**src/rtl/k_and_s_pkg.sv**
```systemverilog
// rtl/k_and_s_pkg.sv - shared types and helpers for the RAM port arbiter
// Purpose: arbiter state and read-owner encodings, requester indices and a
// one-hot helper shared by ram_port_arbiter and rr_arbiter2.
// Ports: none (package).
package k_and_s_pkg;

  typedef enum logic [1:0] {
    ARB_IDLE = 2'd0,
    ARB_CORE = 2'd1,
    ARB_DBG  = 2'd2,
    ARB_LOCK = 2'd3
  } arb_state_t;

  typedef enum logic [1:0] {
    OWN_NONE = 2'd0,
    OWN_CORE = 2'd1,
    OWN_DBG  = 2'd2
  } arb_owner_t;

  // Requester positions inside the two-bit request/grant vectors.
  localparam logic IDX_CORE = 1'b0;
  localparam logic IDX_DBG  = 1'b1;

  function automatic logic [1:0] onehot2(input logic idx);
    return idx ? 2'b10 : 2'b01;
  endfunction

endpackage

```
**src/rtl/rr_arbiter2.sv**
```systemverilog
// rtl/rr_arbiter2.sv - two-input round-robin arbiter with forced-grant override
// Purpose: picks one of two requesters per cycle. With both requesting the
// pointer owner wins and the pointer then moves to the loser. A forced grant
// overrides the round-robin choice (used by the top for lock ownership and
// the forced lock release).
// Ports:
//   i_clk, i_rst     clock, asynchronous active-high reset
//   i_req[1:0]       request vector (bit 0 core, bit 1 debug)
//   i_force_en       take the grant from i_force_idx instead of round-robin
//   i_force_idx      requester index to force
//   o_gnt[1:0]       one-hot (or zero) grant, combinational
module rr_arbiter2
  import k_and_s_pkg::*;
(
  input  logic       i_clk,
  input  logic       i_rst,
  input  logic [1:0] i_req,
  input  logic       i_force_en,
  input  logic       i_force_idx,
  output logic [1:0] o_gnt
);

  logic       r_ptr;
  logic [1:0] w_gnt;

  always_comb begin
    w_gnt = 2'b00;
    if (i_force_en) begin
      // A forced grant still requires the forced side to be requesting.
      w_gnt = onehot2(i_force_idx) & i_req;
    end else begin
      case (i_req)
        2'b01:   w_gnt = 2'b01;
        2'b10:   w_gnt = 2'b10;
        2'b11:   w_gnt = onehot2(r_ptr);
        default: w_gnt = 2'b00;
      endcase
    end
  end

  assign o_gnt = w_gnt;

  // Any contested grant, forced or not, hands priority to the losing side.
  // This is what lets debug resume its locked run right after a forced
  // core release.
  always_ff @(posedge i_clk or posedge i_rst) begin
    if (i_rst) begin
      r_ptr <= IDX_CORE;
    end else if (i_req == 2'b11 && w_gnt != 2'b00) begin
      r_ptr <= ~w_gnt[1];
    end
  end

endmodule

```
**src/rtl/ram_port_arbiter.sv**
```systemverilog
// rtl/ram_port_arbiter.sv - shares the single-port RAM between core and debug
// Purpose: grants one of the core or debug requesters per cycle (round-robin,
// with a bounded exclusive lock for debug), drives the RAM from the winner
// and returns synchronous read data to the requester that issued the read.
// Ports:
//   i_clk, i_rst                        clock, asynchronous active-high reset
//   i_core_req/we/addr/wdata            core access request
//   o_core_gnt, o_core_rvalid/rdata     core grant and read return
//   i_dbg_req/we/lock/addr/wdata        debug access request (+ lock)
//   o_dbg_gnt, o_dbg_rvalid/rdata       debug grant and read return
//   o_ram_addr/we/wdata, i_ram_rdata    RAM macro (read data one cycle later)
module ram_port_arbiter
  import k_and_s_pkg::*;
#(
  parameter int ADDR_W   = 5,
  parameter int DATA_W   = 16,
  parameter int MAX_LOCK = 8
) (
  input  logic              i_clk,
  input  logic              i_rst,
  input  logic              i_core_req,
  input  logic              i_core_we,
  input  logic [ADDR_W-1:0] i_core_addr,
  input  logic [DATA_W-1:0] i_core_wdata,
  output logic              o_core_gnt,
  output logic              o_core_rvalid,
  output logic [DATA_W-1:0] o_core_rdata,
  input  logic              i_dbg_req,
  input  logic              i_dbg_we,
  input  logic              i_dbg_lock,
  input  logic [ADDR_W-1:0] i_dbg_addr,
  input  logic [DATA_W-1:0] i_dbg_wdata,
  output logic              o_dbg_gnt,
  output logic              o_dbg_rvalid,
  output logic [DATA_W-1:0] o_dbg_rdata,
  output logic [ADDR_W-1:0] o_ram_addr,
  output logic              o_ram_we,
  output logic [DATA_W-1:0] o_ram_wdata,
  input  logic [DATA_W-1:0] i_ram_rdata
);

  localparam logic [7:0] LOCK_LIMIT = 8'(MAX_LOCK);

  arb_state_t r_state;
  arb_owner_t r_owner;
  logic [7:0] r_lock_cnt;

  logic [1:0] w_req;
  logic [1:0] w_gnt;
  logic       w_lock_hold;
  logic       w_release;
  logic       w_force_idx;
  logic       w_core_gnt;
  logic       w_dbg_gnt;

  // Requests are masked during reset so every output reads 0 while rst is
  // high, even if a requester keeps its request asserted.
  assign w_req = {i_dbg_req, i_core_req} & {2{~i_rst}};

  // The lock only persists if the previous grant was a locked debug grant
  // and debug is still asking for it.
  assign w_lock_hold = (r_state == ARB_LOCK) && i_dbg_req && i_dbg_lock;
  assign w_release   = w_lock_hold && i_core_req && (r_lock_cnt == LOCK_LIMIT);
  assign w_force_idx = w_release ? IDX_CORE : IDX_DBG;

  rr_arbiter2 u_rr (
    .i_clk       (i_clk),
    .i_rst       (i_rst),
    .i_req       (w_req),
    .i_force_en  (w_lock_hold),
    .i_force_idx (w_force_idx),
    .o_gnt       (w_gnt)
  );

  assign w_core_gnt = w_gnt[IDX_CORE];
  assign w_dbg_gnt  = w_gnt[IDX_DBG];
  assign o_core_gnt = w_core_gnt;
  assign o_dbg_gnt  = w_dbg_gnt;

  // RAM port follows the winner in the same cycle; idle port is all zero.
  always_comb begin
    o_ram_addr  = '0;
    o_ram_we    = 1'b0;
    o_ram_wdata = '0;
    if (w_core_gnt) begin
      o_ram_addr  = i_core_addr;
      o_ram_we    = i_core_we;
      o_ram_wdata = i_core_wdata;
    end else if (w_dbg_gnt) begin
      o_ram_addr  = i_dbg_addr;
      o_ram_we    = i_dbg_we;
      o_ram_wdata = i_dbg_wdata;
    end
  end

  always_ff @(posedge i_clk or posedge i_rst) begin
    if (i_rst) begin
      r_state    <= ARB_IDLE;
      r_owner    <= OWN_NONE;
      r_lock_cnt <= 8'd0;
    end else begin
      if (w_core_gnt) begin
        r_state <= ARB_CORE;
      end else if (w_dbg_gnt) begin
        r_state <= i_dbg_lock ? ARB_LOCK : ARB_DBG;
      end else begin
        r_state <= ARB_IDLE;
      end

      // Only locked debug grants that make the core wait count toward the
      // limit; a core grant or a dropped lock/request restarts the count.
      if (w_core_gnt) begin
        r_lock_cnt <= 8'd0;
      end else if (!(i_dbg_req && i_dbg_lock)) begin
        r_lock_cnt <= 8'd0;
      end else if (w_dbg_gnt && i_core_req && (r_lock_cnt < LOCK_LIMIT)) begin
        r_lock_cnt <= r_lock_cnt + 8'd1;
      end

      if (w_core_gnt && !i_core_we) begin
        r_owner <= OWN_CORE;
      end else if (w_dbg_gnt && !i_dbg_we) begin
        r_owner <= OWN_DBG;
      end else begin
        r_owner <= OWN_NONE;
      end
    end
  end

  assign o_core_rvalid = (r_owner == OWN_CORE);
  assign o_dbg_rvalid  = (r_owner == OWN_DBG);
  assign o_core_rdata  = o_core_rvalid ? i_ram_rdata : '0;
  assign o_dbg_rdata   = o_dbg_rvalid ? i_ram_rdata : '0;

endmodule
```
**config.mk**
```make
export PLATFORM = sky130hd
export DESIGN_NAME = ram_port_arbiter
export DESIGN_NICKNAME = d
export VERILOG_FILES = /design/src/rtl/k_and_s_pkg.sv /design/src/rtl/rr_arbiter2.sv /design/src/rtl/ram_port_arbiter.sv
export SDC_FILE = /design/constraint.sdc
export NUM_CORES = 1
export LEC_CHECK = 0
export ABC_AREA = 1
export CELL_PAD_IN_SITES_DETAIL_PLACEMENT = 1
export CELL_PAD_IN_SITES_GLOBAL_PLACEMENT = 1
export CORE_ASPECT_RATIO = 0.6
export CORE_MARGIN = 2
export CORE_UTILIZATION = 36
export CTS_CLUSTER_SIZE = 30
export DETAILED_ROUTE_END_ITERATION = 8
export DONT_BUFFER_PORTS = 1
export PLACE_DENSITY = 0.75
export SYNTH_ARGS = -nofsm -noshare
export SYNTH_HDL_FRONTEND = slang
export SYNTH_SLANG_ARGS = --single-unit
```
**constraint.sdc**
```tcl
create_clock -name i_clk -period 1.8 [get_ports i_clk]
set_clock_uncertainty 0.1 [all_clocks]
set_input_delay 0.18 -clock i_clk [delete_from_list [all_inputs] [get_ports i_clk]]
set_output_delay 0.18 -clock i_clk [all_outputs]
set_load 0.005 [all_outputs]
```
==> flow_summary.json, run 1 <==
{
  "status": "complete, but fails checks",
  "violations": "negative setup slack",
  "max_stage_delay_ns": 0.40,
  "grt_pass1_wl_um": 5590,
  "setup_violations": 31,
  "cp.depth": 10,
  "crit_type": "reg2out",
  "p_sw_mw": 0.300,
  "critPathLaunch": "r_lock_cnt[0]",
  "synth_fa_ha_area_frac": 0.0218,
  "layout_common_cells": "nand2_1 (78), nor2_1 (36), inv_1 (31)",
  "finish.utilization": 0.504,
  "netlist_area_sq_um": 1150,
  "synth_area_leader_cell": "nand2_1",
  "comb_power_share": 0.331,
  "r2r_end": "r_lock_cnt[0]",
  "drt_iter0_drc": 32,
  "fmax_mhz": 507,
  "p_clk_frac": 0.304,
  "cts_tree": "done",
  "worstMarginPinSlew_ns": 0.510,
  "finalMaxSlewViolations": 0,
  "period_share": 1.10,
  "ys_warn_count": 0,
  "regToRegSetupSlack_ns": -0.10,
  "synth_top_family_by_area": "simple AND/OR/NAND/NOR gates",
  "grt.total_usage": 0.197,
  "ios": 123,
  "die_y_um": 47.7,
  "setup_slack_ns": -0.171,
  "cts_root_buffer": "clkbuf_8",
  "path_cells": "inv_2 > ha_4 > nand2_2 > nor2_2 > nand3_2 > o21ai_2 > nand2_4 > buf_6 > nor2_4 > a21oi_4",
  "netlist.area_leader.share": 0.285,
  "path_delay_family": "simple AND/OR/NAND/NOR gates",
  "finalHoldViolations": 0,
  "rr_startpoint": "r_lock_cnt[0]",
  "crit_required_ns": 1.52,
  "port_buffers": 0,
  "syn-num-nets": 277,
  "vias": 1359,
  "core_area_sq_um": 2950,
  "synth_compound_area_frac": 0.0305,
  "firstDrtPassIters": 4,
  "grt-ovfl-total": 0,
  "syn-mean-instance-area_sq_um": 5.46,
  "synth_cell_type_count": 18,
  "place_hpwl_um": 2950,
  "grt_pass1_vias": 1253,
  "antenna_found_initial": 0,
  "synthXorXnorAreaFrac": 0,
  "clock_latency_ns": 0.24,
  "synthSimpleGateAreaFrac": 0.501,
  "numCtsBuffers": 3,
  "crit_buf_inv": 2,
  "final.fill_count": 414,
  "clock-sinks": 13,
  "htreeDepth": 1,
  "critPathLaunchType": "flop",
  "hold_class": "in2reg",
  "pwr-share-seq": 0.365,
  "tns_ns": -3.78,
  "max_slew_margin": 0.659,
  "worst_path_max_delay_cell": "dfrtp_1",
  "wire_per_inst_um": 15.5,
  "period_minus_slack_ns": 1.97,
  "vias_per_cell": 5.09,
  "max-clock-path-buffers": 2,
  "clkTransAtPathRegs_ns": 0.06,
  "initial_core_util": 0.389,
  "cap_violations": 0,
  "layout-drive-gt1-share": 0.227,
  "insertedDiodeCount": 0,
  "peakVddDrop_mv": 0.315,
  "mostFrequentLayoutCell": "nand2_1",
  "endpoint": "o_ram_we",
  "rr_worst_depth": 12,
  "ys_seq_area_frac": 0.284,
  "p_leak_nw": 0.835,
  "p_per_area_nw_per_um2": 574,
  "drc_errors": 0,
  "drt.antenna.violating_nets": 0,
  "synthCells": 210,
  "p_int_mw": 0.553,
  "rsz0062_at_grt": "true",
  "crit_path_end_kind": "primary output",
  "die_area_sq_um": 3670,
  "switching_share": 0.352,
  "critPathMaxFanout": 4,
  "cp.arrival_ns": 1.69,
  "dieWidth_um": 76.9,
  "synth_area_leaders": "nand2_1 (28%), dfrtp_1 (28%), nor2_1 (14%), inv_1 (11%), nand3_1 (3.9%)",
  "synth_mux_area_frac": 0,
  "place_congestion": 0.787,
  "syn_to_final_growth_pct": 29.4,
  "grt_max_degree": 32,
  "nNetsFinal": 293,
  "routed_wl_um": 4140,
  "rows": 15,
  "synth_seq_cells": 13
}
power by group through the flow:
| stage | logic (mW) | registers [mW] | clock network [mW] |
|---|---|---|---|
| after floorplan | 0.179 | 0.315 | 0 |
| after global placement | 0.209 | 0.315 | 0 |
| after detailed placement | 0.221 | 0.317 | 0 |
| after CTS | 0.264 | 0.311 | 0.264 |
| after global routing | 0.314 | 0.313 | 0.285 |
| final | 0.282 | 0.311 | 0.259 |
per-stage QoR:
step / hold slack [ns] / std cells / instance area (sq um) / setup WS [ns] / total power [mW]
after detailed placement: 0.0381 / 248 / 1190 / -0.0944 / 0.537
after floorplan: -0.0270 / 210 / 1150 / 0.154 / 0.494
final: 0.0297 / 267 / 1490 / -0.171 / 0.853
after CTS: -0.106 / 262 / 1400 / -0.258 / 0.839
after global placement: 0.0156 / 248 / 1190 / 0.0732 / 0.524
after global routing: 0.0639 / 267 / 1490 / -0.272 / 0.913
sequential cells by signal, summed over array words and instances, names as in the netlist:
signal,flops
r_lock_cnt,8
r_owner,2
u_rr.r_ptr,1
r_state,2
how the worst min path moves through the flow:
stage | from | end | slack (ns) | cells past startpoint
after global placement | i_rst | r_owner[0] | 0.02 | 2
after floorplan | i_rst | r_lock_cnt[0] | -0.03 | 1
final | i_dbg_req | u_rr.r_ptr | 0.03 | 2
after CTS | i_core_we | r_owner[0] | -0.11 | 1
after detailed placement | i_rst | r_lock_cnt[2] | 0.04 | 2
after global routing | i_dbg_req | u_rr.r_ptr | 0.06 | 2
synthesized netlist by cell type, drive strengths merged:
| cell type | count |
|---|---|
| nand2 | 90 |
| nor2 | 44 |
| inv | 34 |
| dfrtp | 13 |
| nand3 | 9 |
| a21oi | 5 |
| buf | 5 |
| clkbuf | 3 |
| ha | 2 |
| o21ai | 2 |
| and3 | 1 |
| clkinv | 1 |
| nor3 | 1 |
routing by layer:
metal,global-route usage,vias up,routed length [um]
met3,0.0547,2,282
met5,0,-,0
met4,0.0218,0,17
li1,-,639,-
met2,0.400,69,2220
met1,0.224,649,1620
cell type report:
cell class | instances | area [sq um] | share of cell area
Clock buffer | 3 | 41.3 | 0.0278
Clock inverter | 1 | 5.00 | 0.00337
Inverter | 35 | 136 | 0.0918
Multi-Input combinational cell | 154 | 753 | 0.507
Sequential cell | 13 | 325 | 0.219
Tap cell | 42 | 52.6 | 0.0354
Timing Repair Buffer | 17 | 158 | 0.106
Timing Repair inverter | 2 | 13.8 | 0.00927
timing repair:
action | 4_1_cts | 5_1_grt
pin swaps | 9 | 7
setup endpoints to repair | 32 | 33
hold endpoints to repair | 16 | 1
resized for setup | 24 | 13
cloned | 2 | 0
hold buffers | 3 | 1
buffers inserted | 5 | 4
worst reg2reg max path, delay by kind of cell, from the launching register on:
family / cells / cell delay (ns)
buffers and inverters: 4 / 0.50
adders and majority gates: 1 / 0.12
and+or+nand+nor: 5 / 0.46
AOI/OAI and AO/OA: 2 / 0.20
DFF: 1 / 0.40
kinds of logic after synthesis:
kind of cell,count (synthesis)
flops,13
buf+inv,43
compound gates,7
simple gates,145
fa+ha+maj,2
Power figures use the tool's default switching activity.
==> run 2: changes to the inputs <==
--- a/config.mk
+++ b/config.mk
@@ -9,7 +9,7 @@
 export CELL_PAD_IN_SITES_DETAIL_PLACEMENT = 1
 export CELL_PAD_IN_SITES_GLOBAL_PLACEMENT = 1
 export CORE_ASPECT_RATIO = 0.6
-export CORE_MARGIN = 2
+export CORE_MARGIN = 4
 export CORE_UTILIZATION = 36
 export CTS_CLUSTER_SIZE = 30
 export DETAILED_ROUTE_END_ITERATION = 8
==> run 2 against run 1 <==
  * Global-route usage decreased by 2.1 points
  * Flip-flop and latch count unchanged
  * Count of clock-buffer cells in the layout increased by 1
  * Critical path depth unchanged
  * Clock power increased by 3%
  * Total power increased by 0.44%
  * Fmax decreased by 0.80%
  * The run still ends with negative setup slack left
  * Combinational power about the same
  * Critical path type unchanged
  * Worst setup slack got worse by 0.016 ns
==> flow_summary.json, run 2 (synthesis results as in run 1) <==
{
  "cts_tree": "done",
  "grt_max_degree": 32,
  "power_mw": 0.856,
  "firstDrtPassIters": 4,
  "cp.arrival_ns": 1.71,
  "rsz0062_at_grt": "true",
  "crit_path_end_kind": "primary output",
  "critPathMaxFanout": 4,
  "stdcell_count": 264,
  "grt_pass1_vias": 1272,
  "die_area_sq_um": 4180,
  "top_register": "r_lock_cnt",
  "place_congestion": 0.830,
  "grt.total_usage": 0.176,
  "layout_common_cells": "nand2_1 (82), nor2_1 (36), inv_1 (31)",
  "grt-ovfl-total": 0,
  "rows": 15,
  "crit_type": "reg2out",
  "violations": "negative setup slack",
  "reg_top3": "r_lock_cnt (8), r_owner (2), r_state (2)",
  "max-clock-path-buffers": 2,
  "final.fill_count": 421,
  "cap_violations": 0,
  "place_hpwl_um": 3120,
  "peakVddDrop_mv": 0.340,
  "htreeDepth": 1,
  "dieWidth_um": 80.9,
  "largest_reg_flops": 8,
  "status": "complete, but fails checks",
  "layout-drive-gt1-share": 0.194,
  "finish.utilization": 0.492,
  "worstMarginPinSlew_ns": 0.509,
  "drt.antenna.violating_nets": 0,
  "nNetsFinal": 290,
  "grt_pass1_wl_um": 5800,
  "period_minus_slack_ns": 1.99,
  "insertedDiodeCount": 0,
  "antenna_found_initial": 0,
  "drt_iter0_drc": 17,
  "critPathLaunchType": "flop",
  "dp.cells": 248,
  "regToRegSetupSlack_ns": 0.03,
  "drc_errors": 0,
  "finalMaxSlewViolations": 0,
  "syn_to_final_growth_pct": 27.2,
  "wire_per_inst_um": 15.5,
  "p_per_area_nw_per_um2": 587,
  "setup_slack_ns": -0.187,
  "crit_required_ns": 1.52,
  "period_share": 1.10,
  "mostFrequentLayoutCell": "nand2_1",
  "numCtsBuffers": 3,
  "core_area_sq_um": 2970,
  "ios": 123,
  "port_buffers": 0,
  "finalHoldViolations": 0,
  "setup_violations": 23,
  "clock-sinks": 13,
  "vias_per_cell": 4.95,
  "vias": 1308,
  "routed_wl_um": 4100,
  "fmax_mhz": 503,
  "die_y_um": 51.7,
  "p_leak_nw": 0.818,
  "initial_core_util": 0.387,
  "clock_latency_ns": 0.25,
  "cts_root_buffer": "clkbuf_8",
  "hold_class": "in2reg",
  "max_slew_margin": 0.660,
  "clkTransAtPathRegs_ns": 0.06
}
## run 2: critical path: stages, from the launching register on
cell,delay (ns)
dfrtp_1,0.39
inv_2,0.08
ha_4,0.13
nand2_2,0.05
nor2_2,0.11
nand3_2,0.10
o21ai_2,0.17
nand2_4,0.12
buf_6,0.16
nor2_4,0.13
a21oi_4,0.04
## run 2: metal layers
metal  global-route usage  wire [um]  vias to the layer above
li1                     -          -                      634
met1                0.201       1550                      595
met2                0.328       2170                       77
met3               0.0571        372                        2
met4               0.0253         14                        0
met5                    0          0                        -
## run 2: worst paths after layout
| path | startpoint | endpoint | cells past startpoint |
|---|---|---|---|
| hold reg to reg | r_lock_cnt[7] | r_lock_cnt[7] | 2 |
| max in group asynchronous | i_rst | r_lock_cnt[1] | 3 |
| setup reg to reg | r_lock_cnt[1] | r_lock_cnt[0] | 11 |
| min in group asynchronous | i_rst | r_state[1] | 2 |
| setup / recovery | r_lock_cnt[1] | o_ram_we | 10 |
| hold / removal | i_dbg_req | u_rr.r_ptr | 2 |
## run 2: stage by stage
stage          instance area, sq um  TNS, ns  hold WS (ns)  worst slack, ns
3_3_place_gp                   1190        0       -0.0876           0.0697
4_1_cts                        1350    -3.20        0.0334           -0.161
5_1_grt                        1460    -6.35        0.0669           -0.307
6_report                       1460    -2.72        0.0353           -0.187
3_5_place_dp                   1190   -0.500       -0.0842          -0.0509
2_1_floorplan                  1150        0       -0.0270            0.154
## run 2: repair_timing
action | 4_1_cts | 5_1_grt
endpoints found under the hold margin | 16 | 0
endpoints found under the setup margin | 25 | 32
gates cloned | 0 | 1
hold buffers | 4 | 0
pin swaps | 2 | 7
buffers inserted | 5 | 2
gates resized for setup | 11 | 23
## run 2: area by class of cell
type                    instances  area, sq um  share of cell area
multi-input cells             154          748               0.513
well taps                      42         52.6              0.0360
repair buffers                 15          143              0.0978
repair inverters                1         6.26             0.00429
flip-flops and latches         13          325               0.223
inverters                      35          139              0.0952
clock buffers                   4         45.0              0.0309
## run 2: where the power goes
part | total, mW | leakage, nW | internal, mW | switching, mW
clock | 0.266 | 0.0228 | 0.156 | 0.110
sequential | 0.312 | 0.175 | 0.306 | 0.00586
combinational | 0.279 | 0.620 | 0.0932 | 0.185
==> RTL change 1, RTL diff (settings of run 1) <==
Re-encode `arb_state_t` (4 states) as one-hot, 4 bits wide.
--- a/src/rtl/k_and_s_pkg.sv
+++ b/src/rtl/k_and_s_pkg.sv
@@ -4,11 +4,11 @@
 // Ports: none (package).
 package k_and_s_pkg;
 
-  typedef enum logic [1:0] {
-    ARB_IDLE = 2'd0,
-    ARB_CORE = 2'd1,
-    ARB_DBG  = 2'd2,
-    ARB_LOCK = 2'd3
+  typedef enum logic [3:0] {
+    ARB_IDLE = 4'b0001,
+    ARB_CORE = 4'b0010,
+    ARB_DBG  = 4'b0100,
+    ARB_LOCK = 4'b1000
   } arb_state_t;
 
   typedef enum logic [1:0] {
Function: same outputs for any inputs over 10 cycles, from zero or initial values and one cycle with i_rst high; not proved beyond that.
==> RTL change 1 against run 1 <==
Synthesized area grew 17%. Design area grew 15%. Routed wire length shrank 3.9%. Sequential cell count grew 2. Worst setup slack gained 0.041 ns. The run still ends with negative setup slack left. Combinational power shrank 18%. Power grew 0.73%. Largest power group unchanged.
==> RTL change 1: results (changes against run 1) <==
Outcome
  – Outcome: complete, but fails checks (unchanged)
  – Failing checks: negative setup slack (unchanged)

Timing
  – Final worst setup slack: -0.131 ns (was -0.171 ns)
  – # setup viols final: 24 (was 31)
  – Slew margin rel.: 62.2% (was 65.9%)
  – Min Hold Slack: 0.0345 ns (was 0.0297 ns)

Cells and area
  – Fraction of layout cells with a size suffix above 1: 32.4% (was 22.7%)
  – Largest regs: r_lock_cnt (8), r_state (4), r_owner (2) (was r_lock_cnt (8), r_owner (2), r_state (2))
  – Layout Nets: 306 (was 293)
  – Layout Cells excl Fill: 285 (was 267)

Detailed routing
  – Detailed Route WL: 3980 um (was 4140 um)
  – Via density per instance: 4.78 (was 5.09)

Logic synthesis
  – Commonest cells post-synth: nand2_1, nor2_1, inv_1 (unchanged)
  – Sequential share of the synthesized area: 28.1% (was 28.4%)
  – Ranking of synthesized cells by area: dfrtp_1, nand2_1, nor2_1 (was nand2_1, dfrtp_1, nor2_1)
  – Synth cell types: 27 (was 18)
  – Post-Syn Nets: 283 (was 277)
  – Post-Syn Area per Cell: 6.22 sq um (was 5.46 sq um)

GRT
  – Overall routing resource usage: 17.3% (was 19.7%)
  – First-pass GRT wire length: 5800 um (was 5590 um)
  – Pin count of the biggest net entering global routing: 18 (was 32)
  – Vias in the first global route: 1202 (was 1253)
  – Initial antenna violation count: 0 (unchanged)

Critical path
  – Worst Reg-to-Reg Cells: 14 (was 12)
  – Reg2Reg Setup Slack: -0.03 ns (was -0.10 ns)
  – Crit-path max FO: 8 (was 4)
  – RR Endpoint: r_lock_cnt[2] (was r_lock_cnt[0])
  – Biggest cell delay along the critical path: 0.38 ns (was 0.40 ns)
  – Crit path to: o_ram_wdata[2] (was o_ram_we)

Placement
  – Routability cong.: 0.768 (was 0.787)
  – Post-DP Area: 1410 sq um (was 1190 sq um)
  – DP Worst Slack: 0.0232 ns (was -0.0944 ns)
  – Placed Instances: 263 (was 248)

Power and ir drop
  – Worst vdd rail ir drop: 0.255 mV (was 0.315 mV)
  – Leak: 0.927 nW (was 0.835 nW)
==> RTL change 1: changes by cell type in the layout (fill, tap and decap cells not counted), sizes merged <==
cell	before	now
and3	1	0
buf	13	14
clkbuf	3	5
clkinv	4	3
dfrtp	13	14
dfstp	0	1
dlygate4sd3	4	7
nand2	90	88
nand3	9	3
nand4	0	3
nor2	44	55
xor2	0	1
==> RTL change 1: report_power, final <==
| part | total (mW) | internal (mW) | switching, mW | leakage [nW] |
|---|---|---|---|---|
| clock network | 0.276 | 0.157 | 0.119 | 0.0228 |
| logic | 0.230 | 0.0872 | 0.143 | 0.701 |
| registers | 0.353 | 0.348 | 0.00463 | 0.203 |
==> RTL change 1: area by class of cell <==
cell class / count / area (sq um)
Clock buffer: 4 / 45.0
Fill cell: 482 / 1900
Inverter: 35 / 149
Multi-Input combinational cell: 160 / 835
Sequential cell: 15 / 377
Tap cell: 47 / 58.8
Timing Repair Buffer: 22 / 225
Timing Repair inverter: 2 / 25.0
==> RTL change 1: cells by family after synthesis <==
logic type               after synthesis  share of synthesized area (%)
AO/OA/AOI/OAI                          7                           4.01
XOR/XNOR                               1                          0.652
adder cells (fa/ha/maj)                2                           1.86
buffers and inverters                 41                           15.3
flip-flops                            15                           28.1
AND/OR/NAND/NOR                      150                           50.1
==> RTL change 1: layer usage <==
layer  global-route usage, %  up-vias  part of all wire [%]  wire (um)
li1                        -      677                     -          -
met4                    5.74        0                   1.2         49
met1                    21.1      607                    41       1640
met3                    5.49        5                   8.0        320
met2                    29.6       73                    50       1970
met5                       0        -                     0          0
==> RTL change 1: timing repair <==
action | in CTS | in global routing
endpoints found under the setup margin | 24 | 26
pin swaps | 2 | 5
setup buffers | 3 | 5
hold buffers | 7 | 0
resized for setup | 15 | 16
endpoints found under the hold margin | 20 | 0
gates cloned | 2 | 1
==> RTL change 2, RTL diff (config.mk and constraints of run 1) <==
Without the edit above. The parameter `DATA_W` goes from 16 to 12.
--- a/src/rtl/ram_port_arbiter.sv
+++ b/src/rtl/ram_port_arbiter.sv
@@ -13,7 +13,7 @@
   import k_and_s_pkg::*;
 #(
   parameter int ADDR_W   = 5,
-  parameter int DATA_W   = 16,
+  parameter int DATA_W   = 12,
   parameter int MAX_LOCK = 8
 ) (
   input  logic              i_clk,
Interface: changed (6 resized); port bits go from 123 to 99. The function was not compared with the original's and may differ.
==> RTL change 2 against run 1 <==
The flow still finishes with violations (negative setup slack). Fmax grew 3.0%. Power decreased by 3.2%. Synthesized area down 7.6%. Die area down 7.1%. Design area down 4.0%. Sequential cell count did not move. Critical path depth is the same. Routed wire length shrank 15%. Worst setup slack better by 0.058 ns. Count of clock-buffer cells in the layout grew 1.
==> RTL change 2: results (changes against run 1) <==
Outcome
  – Outcome: complete, but fails checks (unchanged)
  – Failing checks: negative setup slack (unchanged)

Timing
  – Least-Margin Pin Slew: 0.379 ns (was 0.510 ns)
  – TNS Setup: -1.67 ns (was -3.78 ns)
  – Min Hold Slack: 0.135 ns (was 0.0297 ns)
  – Final worst setup slack: -0.114 ns (was -0.171 ns)
  – # setup viols final: 18 (was 31)

Placement
  – Placed Instances: 216 (was 248)
  – Hpwl dp: 2320 um (was 2950 um)
  – Post-DP Area: 1080 sq um (was 1190 sq um)
  – Port Buffer Count: 0 (unchanged)
  – DP Worst Slack: 0.0390 ns (was -0.0944 ns)
  – Routability cong.: 0.726 (was 0.787)

Cells and area
  – Filler cell count in the final layout: 375 (was 414)
  – N_diodes: 0 (unchanged)
  – Layout Nets: 251 (was 293)
  – Fraction of layout cells with a size suffix above 1: 34.4% (was 22.7%)

Power and ir drop
  – Leak: 0.752 nW (was 0.835 nW)
  – Worst vdd rail ir drop: 0.346 mV (was 0.315 mV)

Critical path
  – CP max-delay cell: dfrtp_1 (unchanged)
  – Reg2Reg Launch Point: r_lock_cnt[1] (was r_lock_cnt[0])
  – Worst Reg-to-Reg Cells: 10 (was 12)
  – Crit path DAT: 1.63 ns (was 1.69 ns)
  – RR Endpoint: r_lock_cnt[4] (was r_lock_cnt[0])
  – Reg2Reg Setup Slack: 0.09 ns (was -0.10 ns)
  – Crit-path max FO: 7 (was 4)

Logic synthesis
  – Sequential share of the synthesized area: 30.7% (was 28.4%)
  – Post-Syn Nets: 233 (was 277)
  – Ranking of synthesized cells by area: dfrtp_1, nand2_1, nor2_1 (was nand2_1, dfrtp_1, nor2_1)
  – Commonest cells post-synth: nand2_1, nor2_1, inv_1 (unchanged)
  – Post-Syn Area per Cell: 5.95 sq um (was 5.46 sq um)
  – Synth cell types: 25 (was 18)

GRT
  – Overall routing resource usage: 19.0% (was 19.7%)
  – First-pass GRT wire length: 4710 um (was 5590 um)
  – Pin count of the biggest net entering global routing: 26 (was 32)
  – Vias in the first global route: 1062 (was 1253)

Detailed routing
  – Detailed Route WL: 3510 um (was 4140 um)
  – DR iter-0 viols: 20 (was 32)
  – WL/cell: 14.8 um (was 15.5 um)
  – Via count: 1166 (was 1359)

Min path
  – Worst Hold Depth: 3 (was 2)
  – Hold Path Origin: i_core_req (was i_dbg_req)
  – Worst Hold Class: in -> reg (unchanged)
RTL change 2: power by group:
group | switching [mW] | internal [mW] | total [mW]
Combinational | 0.171 | 0.0792 | 0.250
Sequential | 0.00375 | 0.305 | 0.309
Clock | 0.110 | 0.157 | 0.267
RTL change 2: layer usage:
metal	vias up	routed length, um	part of all wire (%)	global-route usage, %
met3	6	178	5.1	4.87
met5	-	0	0	0
met1	552	1350	39	21.6
met2	47	1900	54	34.1
li1	561	-	-	-
met4	0	70	2.0	8.73
RTL change 2: final cells by class:
cell class / instances / area (sq um) / area share, %
timing repair buffer: 15 / 123 / 8.60
timing repair inverter: 2 / 25.0 / 1.76
inverter: 30 / 125 / 8.78
sequential: 13 / 325 / 22.8
tap: 42 / 52.6 / 3.69
clock buffer: 4 / 45.0 / 3.16
multi-input combinational: 131 / 729 / 51.2
RTL change 2: cells by family after synthesis:
logic type | count (synthesis) | synth area share, %
AND/OR/NAND/NOR | 118 | 46.4
buffers and inverters | 35 | 14.8
flip-flops | 13 | 30.7
AO/OA/AOI/OAI | 9 | 4.96
adder cells (fa/ha/maj) | 2 | 2.36
XOR/XNOR | 1 | 0.827
RTL change 2: worst max path at each step:
stage | startpoint | end | depth (start not counted)
final | r_lock_cnt[1] | o_ram_wdata[3] | 10
after global routing | r_lock_cnt[1] | o_ram_addr[2] | 10
after CTS | r_lock_cnt[0] | o_ram_we | 9
after detailed placement | r_lock_cnt[0] | r_lock_cnt[1] | 10
after global placement | r_lock_cnt[0] | o_ram_wdata[0] | 10
after floorplan | r_lock_cnt[0] | o_ram_wdata[10] | 11
RTL change 2: timing repair:
item | in CTS | in global routing
buffers inserted | 5 | 5
resized for setup | 27 | 25
hold endpoints to repair | 16 | 0
gates cloned | 2 | 1
setup endpoints to repair | 19 | 28
pin swaps | 10 | 16
hold buffers | 4 | 0
